$ cat config.mk
export PLATFORM = sky130hd
export DESIGN_NAME = options_serializer
export DESIGN_NICKNAME = d
export VERILOG_FILES = /design/src/rtl/options_serializer.sv
export SDC_FILE = /design/constraint.sdc
export NUM_CORES = 1
export LEC_CHECK = 0
export CAP_MARGIN = 30
export CORE_MARGIN = 10
export CORE_UTILIZATION = 33
export DETAILED_ROUTE_END_ITERATION = 8
export GPL_ROUTABILITY_DRIVEN = 0
export PLACE_DENSITY = 0.95
export SLEW_MARGIN = 40
export SYNTH_ARGS = -nofsm -noshare
export SYNTH_HDL_FRONTEND = slang
export SYNTH_SLANG_ARGS = --single-unit
$ cat constraint.sdc
create_clock -name clk -period 2.7 [get_ports clk]
set_input_delay 0.27 -clock clk [delete_from_list [all_inputs] [get_ports clk]]
set_output_delay 0.27 -clock clk [all_outputs]
set_load 0.02 [all_outputs]
$ cat src/rtl/options_serializer.sv
// Serializes a captured TCP option set into 32-bit network-order words: MSS, TS group or SACK, then WS.
// Optional timestamp support is enabled by defining OPTIONS_SERIALIZER_TS_EN.
module options_serializer #(
  parameter int unsigned WS_MAX = 14
) (
  input  logic        clk,
  input  logic        rst,
  input  logic        optsIn_mss_valid,
  input  logic [15:0] optsIn_mss,
  input  logic        optsIn_ws_valid,
  input  logic [7:0]  optsIn_ws,
  input  logic        optsIn_sackPerm,
  input  logic        optsIn_ts_valid,
  input  logic [31:0] optsIn_tsval,
  input  logic [31:0] optsIn_tsecr,
  input  logic        optsIn_sync,
  output logic        optsIn_notify,
  output logic [31:0] wordsOut_sig,
  output logic        wordsOut_last,
  output logic [2:0]  wordsOut_len,
  output logic        wordsOut_notify,
  input  logic        wordsOut_sync
);

`ifdef OPTIONS_SERIALIZER_TS_EN
  typedef enum logic [2:0] {IDLE, MSS, TSHDR, TSVAL, TSECR, SACK, WS} state_e;
`else
  typedef enum logic [2:0] {IDLE, MSS, SACK, WS} state_e;
`endif

  localparam logic [7:0] WS_MAX_B = 8'(WS_MAX);

  state_e      state_q, state_d;
  logic        mss_v_q, mss_v_d;
  logic [15:0] mss_q, mss_d;
  logic        ws_v_q, ws_v_d;
  logic [7:0]  ws_q, ws_d;
  logic        sack_q, sack_d;
  logic [2:0]  len_q, len_d;
`ifdef OPTIONS_SERIALIZER_TS_EN
  logic        ts_v_q, ts_v_d;
  logic [31:0] tsval_q, tsval_d;
  logic [31:0] tsecr_q, tsecr_d;
  logic        ts_in;
  assign ts_in = optsIn_ts_valid;
`else
  logic        unused_ts;
  logic        ts_in;
  assign unused_ts = ^{optsIn_ts_valid, optsIn_tsval, optsIn_tsecr};
  assign ts_in     = 1'b0;
`endif

  // Successor word state given the captured option flags; IDLE means the set is exhausted.
  function automatic state_e next_state(input state_e st, input logic mss_v,
`ifdef OPTIONS_SERIALIZER_TS_EN
                                        input logic ts_v,
`endif
                                        input logic sack, input logic ws_v);
    state_e after_sack, after_mss, n;
    after_sack = ws_v ? WS : IDLE;
`ifdef OPTIONS_SERIALIZER_TS_EN
    after_mss  = ts_v ? TSHDR : (sack ? SACK : after_sack);
`else
    after_mss  = sack ? SACK : after_sack;
`endif
    case (st)
      IDLE:  n = mss_v ? MSS : after_mss;
      MSS:   n = after_mss;
`ifdef OPTIONS_SERIALIZER_TS_EN
      TSHDR: n = TSVAL;
      TSVAL: n = TSECR;
      TSECR: n = after_sack;
`endif
      SACK:  n = after_sack;
      default: n = IDLE;
    endcase
    return n;
  endfunction

  state_e     nxt_cap, nxt_run;
  logic [7:0] ws_clamp;
  logic [2:0] len_cap;

  always_comb begin
    ws_clamp = (optsIn_ws > WS_MAX_B) ? WS_MAX_B : optsIn_ws;
    len_cap  = {2'b0, optsIn_mss_valid} + (ts_in ? 3'd3 : 3'd0)
             + {2'b0, optsIn_sackPerm & ~ts_in} + {2'b0, optsIn_ws_valid};
`ifdef OPTIONS_SERIALIZER_TS_EN
    nxt_cap = next_state(IDLE, optsIn_mss_valid, optsIn_ts_valid, optsIn_sackPerm, optsIn_ws_valid);
    nxt_run = next_state(state_q, mss_v_q, ts_v_q, sack_q, ws_v_q);
`else
    nxt_cap = next_state(IDLE, optsIn_mss_valid, optsIn_sackPerm, optsIn_ws_valid);
    nxt_run = next_state(state_q, mss_v_q, sack_q, ws_v_q);
`endif
  end

  always_comb begin
    state_d = state_q;
    mss_v_d = mss_v_q;
    mss_d   = mss_q;
    ws_v_d  = ws_v_q;
    ws_d    = ws_q;
    sack_d  = sack_q;
    len_d   = len_q;
`ifdef OPTIONS_SERIALIZER_TS_EN
    ts_v_d  = ts_v_q;
    tsval_d = tsval_q;
    tsecr_d = tsecr_q;
`endif
    optsIn_notify   = (state_q == IDLE);
    wordsOut_notify = (state_q != IDLE);
    wordsOut_last   = wordsOut_notify && (nxt_run == IDLE);
    wordsOut_len    = len_q;
    wordsOut_sig    = '0;

    case (state_q)
      MSS:   wordsOut_sig = {16'h0204, mss_q};
`ifdef OPTIONS_SERIALIZER_TS_EN
      TSHDR: wordsOut_sig = sack_q ? 32'h0402_080A : 32'h0101_080A;
      TSVAL: wordsOut_sig = tsval_q;
      TSECR: wordsOut_sig = tsecr_q;
`endif
      SACK:  wordsOut_sig = 32'h0101_0402;
      WS:    wordsOut_sig = {24'h010303, ws_q};
      default: wordsOut_sig = '0;
    endcase

    if (state_q == IDLE) begin
      if (optsIn_sync) begin
        mss_v_d = optsIn_mss_valid;
        mss_d   = optsIn_mss;
        ws_v_d  = optsIn_ws_valid;
        ws_d    = ws_clamp;
        sack_d  = optsIn_sackPerm;
`ifdef OPTIONS_SERIALIZER_TS_EN
        ts_v_d  = optsIn_ts_valid;
        tsval_d = optsIn_tsval;
        tsecr_d = optsIn_tsecr;
`endif
        // An empty set yields nxt_cap == IDLE, so nothing is emitted.
        len_d   = (nxt_cap == IDLE) ? 3'd0 : len_cap;
        state_d = nxt_cap;
      end
    end else if (wordsOut_sync) begin
      state_d = nxt_run;
      if (nxt_run == IDLE) len_d = '0;
    end
  end

  always_ff @(posedge clk) begin
    if (rst) begin
      state_q <= IDLE;
      mss_v_q <= 1'b0;
      mss_q   <= '0;
      ws_v_q  <= 1'b0;
      ws_q    <= '0;
      sack_q  <= 1'b0;
      len_q   <= '0;
`ifdef OPTIONS_SERIALIZER_TS_EN
      ts_v_q  <= 1'b0;
      tsval_q <= '0;
      tsecr_q <= '0;
`endif
    end else begin
      state_q <= state_d;
      mss_v_q <= mss_v_d;
      mss_q   <= mss_d;
      ws_v_q  <= ws_v_d;
      ws_q    <= ws_d;
      sack_q  <= sack_d;
      len_q   <= len_d;
`ifdef OPTIONS_SERIALIZER_TS_EN
      ts_v_q  <= ts_v_d;
      tsval_q <= tsval_d;
      tsecr_q <= tsecr_d;
`endif
    end
  end

endmodule

=== Yosys cells after proc, flatten, opt, wreduce, memory -nomap -nowiden ===
Cells that the tools add are included.

* Add/subtract/negate cells: 2
* $lt $le $gt $ge: 1
* Equality and inequality tests: 4
* Multiplexer cells: 17
* Reductions and logical operators: 10

{| class="wikitable"
|+ Operator list
! operator !! count
|-
| 26-bit case mux with 3 select lines || 1
|-
| 3-bit two-way mux || 8
|-
| 2-bit two-way mux || 6
|-
| 3-bit zero test || 3
|-
| 3-bit case mux with 3 select lines || 1
|-
| 8-bit by 4-bit greater-than comparator with 1-bit output, second input constant || 1
|-
| 8-bit two-way mux || 1
|-
| 3-bit by 2-bit equality test with 1-bit output, second input constant || 2
|-
| 2-bit AND reduction || 2
|-
| 2-bit nonzero test || 2
|-
| 2-bit by 1-bit adder with 3-bit output || 1
|-
| 3-bit by 1-bit equality test with 1-bit output, second input constant || 1
|-
| 3-bit AND reduction || 1
|-
| 3-bit nonzero test || 1
|-
| 1-bit by 1-bit adder with 2-bit output || 1
|-
| 2-bit != test, second input constant || 1
|-
| 1-bit logical AND || 1
|}

* Flip-flop bits (word level): 33
* Input port bits: 96

=== Logic depth before layout (Yosys ltp) ===
* Depth after elaboration: 8
* Gate-level depth with buffers: 5
* Mapped depth without buffers: 3

=== Worst setup path after synthesis ===
Ideal clock, no wire load.

* Path type: register -> output
* From: register state_q[0]
* To: output port wordsOut_sig[10]
* Data arrival time: 1,482 ps
* Required time: 2,430 ps
* Slack: 948 ps
* Stages on the path, launching flop included: 5
* Cells stage by stage: dfxtp_1 -> clkbuf_1 -> nor2b_1 -> nand2_1 -> o21ai_0

* Longest elaborated chain between the ends: 2

{| class="wikitable"
|+ Ends and longest elaborated chain
! what !! RTL line !! text
|-
| from (decl) || 33 || <nowiki>state_e state_q, state_d;</nowiki>
|-
| from (signal assigned) || 165 || <nowiki>state_q <= state_d;</nowiki>
|-
| 3-bit by 2-bit equality test with 1-bit output / 3-bit by 1-bit equality test with 1-bit output (equally long branches) || 116 || <nowiki>case (state_q)</nowiki>
|-
| 26-bit case mux with 3 select lines (*) || 116 ||
|-
| to (decl) || 18 || <nowiki>output logic [31:0] wordsOut_sig,</nowiki>
|}

Every way passes the cells marked *; elsewhere a longest branch is shown, timed or not.

=== Worst setup path after layout ===
* From: register state_q[1]
* To: output port wordsOut_last

* Longest elaborated chain between the ends: 4

{| class="wikitable"
|+ Ends and longest elaborated chain
! what !! RTL line !! text
|-
| 3-bit by 2-bit equality test with 1-bit output, or another cell as far along || 66 || <nowiki>case (st)</nowiki>
|-
| 3-bit case mux with 3 select lines || 66 ||
|-
| 3-bit zero test || 112 || <nowiki>wordsOut_last = wordsOut_notify && (nxt_run == IDLE);</nowiki>
|-
| 1-bit logical AND (*) || 112 ||
|-
| to (decl) || 19 || <nowiki>output logic wordsOut_last,</nowiki>
|}

Marks and branches as above.

==> run metrics <==
status finished, final reports clean; CP max stage cell clkdlybuf4s50_1; # IOs 134; unrepaired setup endpoints after global routing no; antenna fix cells 0; Gates resized, CTS repair 0; Worst Hold End mss_q[12]$_SDFFE_PP0P_; vias per cell 4.660; Worst Hold Class register to register; top cell type by total area after synthesis dfxtp_1; leakage power 0.8109 nW; switching power 0.0004173 W; residual DRC count 0; Critical Path AT 2130 ps; H-tree depth 2; Syn. warnings 0; Tot Pwr 0.001290 W; via count 1356; P_int 0.0008728 W; PD cells 605.1 nW/um^2; Yosys cell types 30; Tmin final 2401 ps; setup TNS 0 ps; max-cap check violation count 0; Min Hold Slack 451.5 ps; mapped cell area 1484 sq um; chip width 87.06 microns; Gate power share 0.316; switch share 0.3235; WL final 4402 microns; DR WL/cell 15.13 microns; critical path launch point type register; hpwl dp 3341 microns; Clk pin slew, worst setup/hold paths 70 ps; slowest stage delay, CP 590 ps; top cell type's share of synthesized area 0.4047; DRT Pass-1 Iters 5; layout cells sized above 1 0.05858; min-delay src mss_q[12]$_SDFFE_PP0P_; first-pass GRT wire length 6982 microns; worst-margin pin slew 614.4 ps; PortBufs 56; Crit Path Class register to primary output; Main synth FF type dfxtp_1; Final Hold Viols 0; Starting Density 0.3408; core box area 4354 sq um; setup bufs post-CTS 0; fmax 416.6 MHz; die area 7579 sq um; post-route ant nets 0; Clock power frac 0.291; P&R area growth vs syn 43.68%; max-slew violation count 0; Final Util 0.4897; Max-slew headroom 0.5904; Critical Path Fanout Max 17; period utilization 0.8891; clock sinks 30; GR Overflow Total 0; Critical Path End Type primary output; final net count 335; Syn Inst Count 186; total CTS buffers 5; number of DRC markers in iteration 0 88; clk root buf clkbuf_8; vias in the first global route 1363; Longest Clk Path Bufs 2; setup violators final 0; R2R depth 4; mean post-synth cell area 7.978 sq um; Synth Register Bits 30; Die H 87.06 microns; Worst VDD drop 0.0002128 V; sequential element share of the synthesized area 0.4047; overall routing resource usage 0.1172; Layout Skew 8.828 ps; synth cell count leaders nand2_1, dfxtp_1, a21oi_1; async set or reset register ratio after synthesis 0; FP Rows 24; Reg-to-Reg End wordsOut_len[0]$_SDFFE_PP0P_; crit-path cells buf_4 -> nor2b_1 -> a21o_1 -> clkdlybuf4s50_1; required time worst endpoint 2430 ps; power share of the sequential group 0.394; number of synthesized flops with an enable pin 0; Hold-fix buffers, CTS 0; initial antenna violation count 0; largest net degree at the start of global routing 24; FF-to-FF setup slack 880 ps; CTS tree built; r2r startpoint state_q[1]$_SDFFE_PP0P_; largest cells by area after synthesis dfxtp_1, nand2_1, a21oi_1; Worst-Skew Late Latency 280 ps; Hold Path Depth 2; count leader, synth nand2_1
power groups by stage:
stage / clock [W] / combinational (W) / sequential, W
2_1_floorplan: 0 / 0.000252 / 0.000513
3_3_place_gp: 0 / 0.000398 / 0.000515
3_5_place_dp: 0 / 0.000410 / 0.000518
4_1_cts: 0.000388 / 0.000411 / 0.000508
5_1_grt: 0.000406 / 0.000444 / 0.000513
6_report: 0.000375 / 0.000407 / 0.000508
cell families (layout without fill, tap and decap cells):
group                      after synthesis  after routing  synth area share
and+or+nand+nor                         80             80            0.2664
muxes                                   10             10           0.06746
buffers and inverters                   30             72            0.1130
AOI/OAI and AO/OA                       34             34            0.1324
DFF                                     30             30            0.4047
other                                    1             12          0.002527
adders and majority gates                1              1           0.01349
stage by stage:
step | instances | setup WS (ps) | area, sq um
finish | 291 | 299.4 | 2132
global route | 291 | 228.9 | 2132
CTS | 291 | 291.3 | 2132
detailed placement | 283 | 622.0 | 2037
global placement | 283 | 651.5 | 2037
floorplan | 197 | 947.7 | 1525
flip-flops by register name, summed over array words and instances (netlist names):
name,flops
mss_q,16
ws_q,8
ws_v_q,1
sack_q,1
wordsOut_len,2
state_q,2
final cells by class:
class / count / area [sq um]
sequential: 30 / 600.6
tap: 52 / 65.06
timing repair buffer: 61 / 598.1
multi-input combinational: 137 / 762.0
clock buffer: 6 / 82.58
inverter: 3 / 11.26
clock inverter: 2 / 12.51
fill: 418 / 2222
per-layer routing:
metal,share of wire,vias up,wire length (microns),global-route usage
li1,-,693,-,-
met1,0.40,616,1761,0.1277
met2,0.49,40,2168,0.1919
met3,0.090,7,396,0.05150
met4,0.017,0,75,0.05155
met5,0,-,0,0
worst max path at each step:
stage | startpoint | to | slack [ps]
2_1_floorplan | state_q[0]$_SDFFE_PP0P_ | wordsOut_sig[10] | 950
3_3_place_gp | state_q[1]$_SDFFE_PP0P_ | wordsOut_last | 650
5_1_grt | state_q[1]$_SDFFE_PP0P_ | wordsOut_last | 230
3_5_place_dp | state_q[1]$_SDFFE_PP0P_ | wordsOut_last | 620
4_1_cts | state_q[1]$_SDFFE_PP0P_ | wordsOut_last | 290
6_report | state_q[1]$_SDFFE_PP0P_ | wordsOut_last | 300
cell usage in the layout (no fill, tap or decap), drive strengths merged, types with 2 or more instances in the layout:
cell,count
conb,12
clkdlybuf4s50,56
o21ai,2
nand2b,2
nand3b,2
a221oi,2
o21a,3
clkbuf,6
inv,3
nor2,6
and2,11
buf,5
nor2b,10
nand2,38
nor3,5
a21oi,23
mux2i,10
dfxtp,30
critical path: cells and delay by family (launching register included):
family | cells | cell delay, ps
AND/OR/NAND/NOR | 1 | 270
AO/OA/AOI/OAI | 1 | 110
flip-flops | 1 | 550
buffers and inverters | 2 | 910
(Power assumes the default switching activity.)
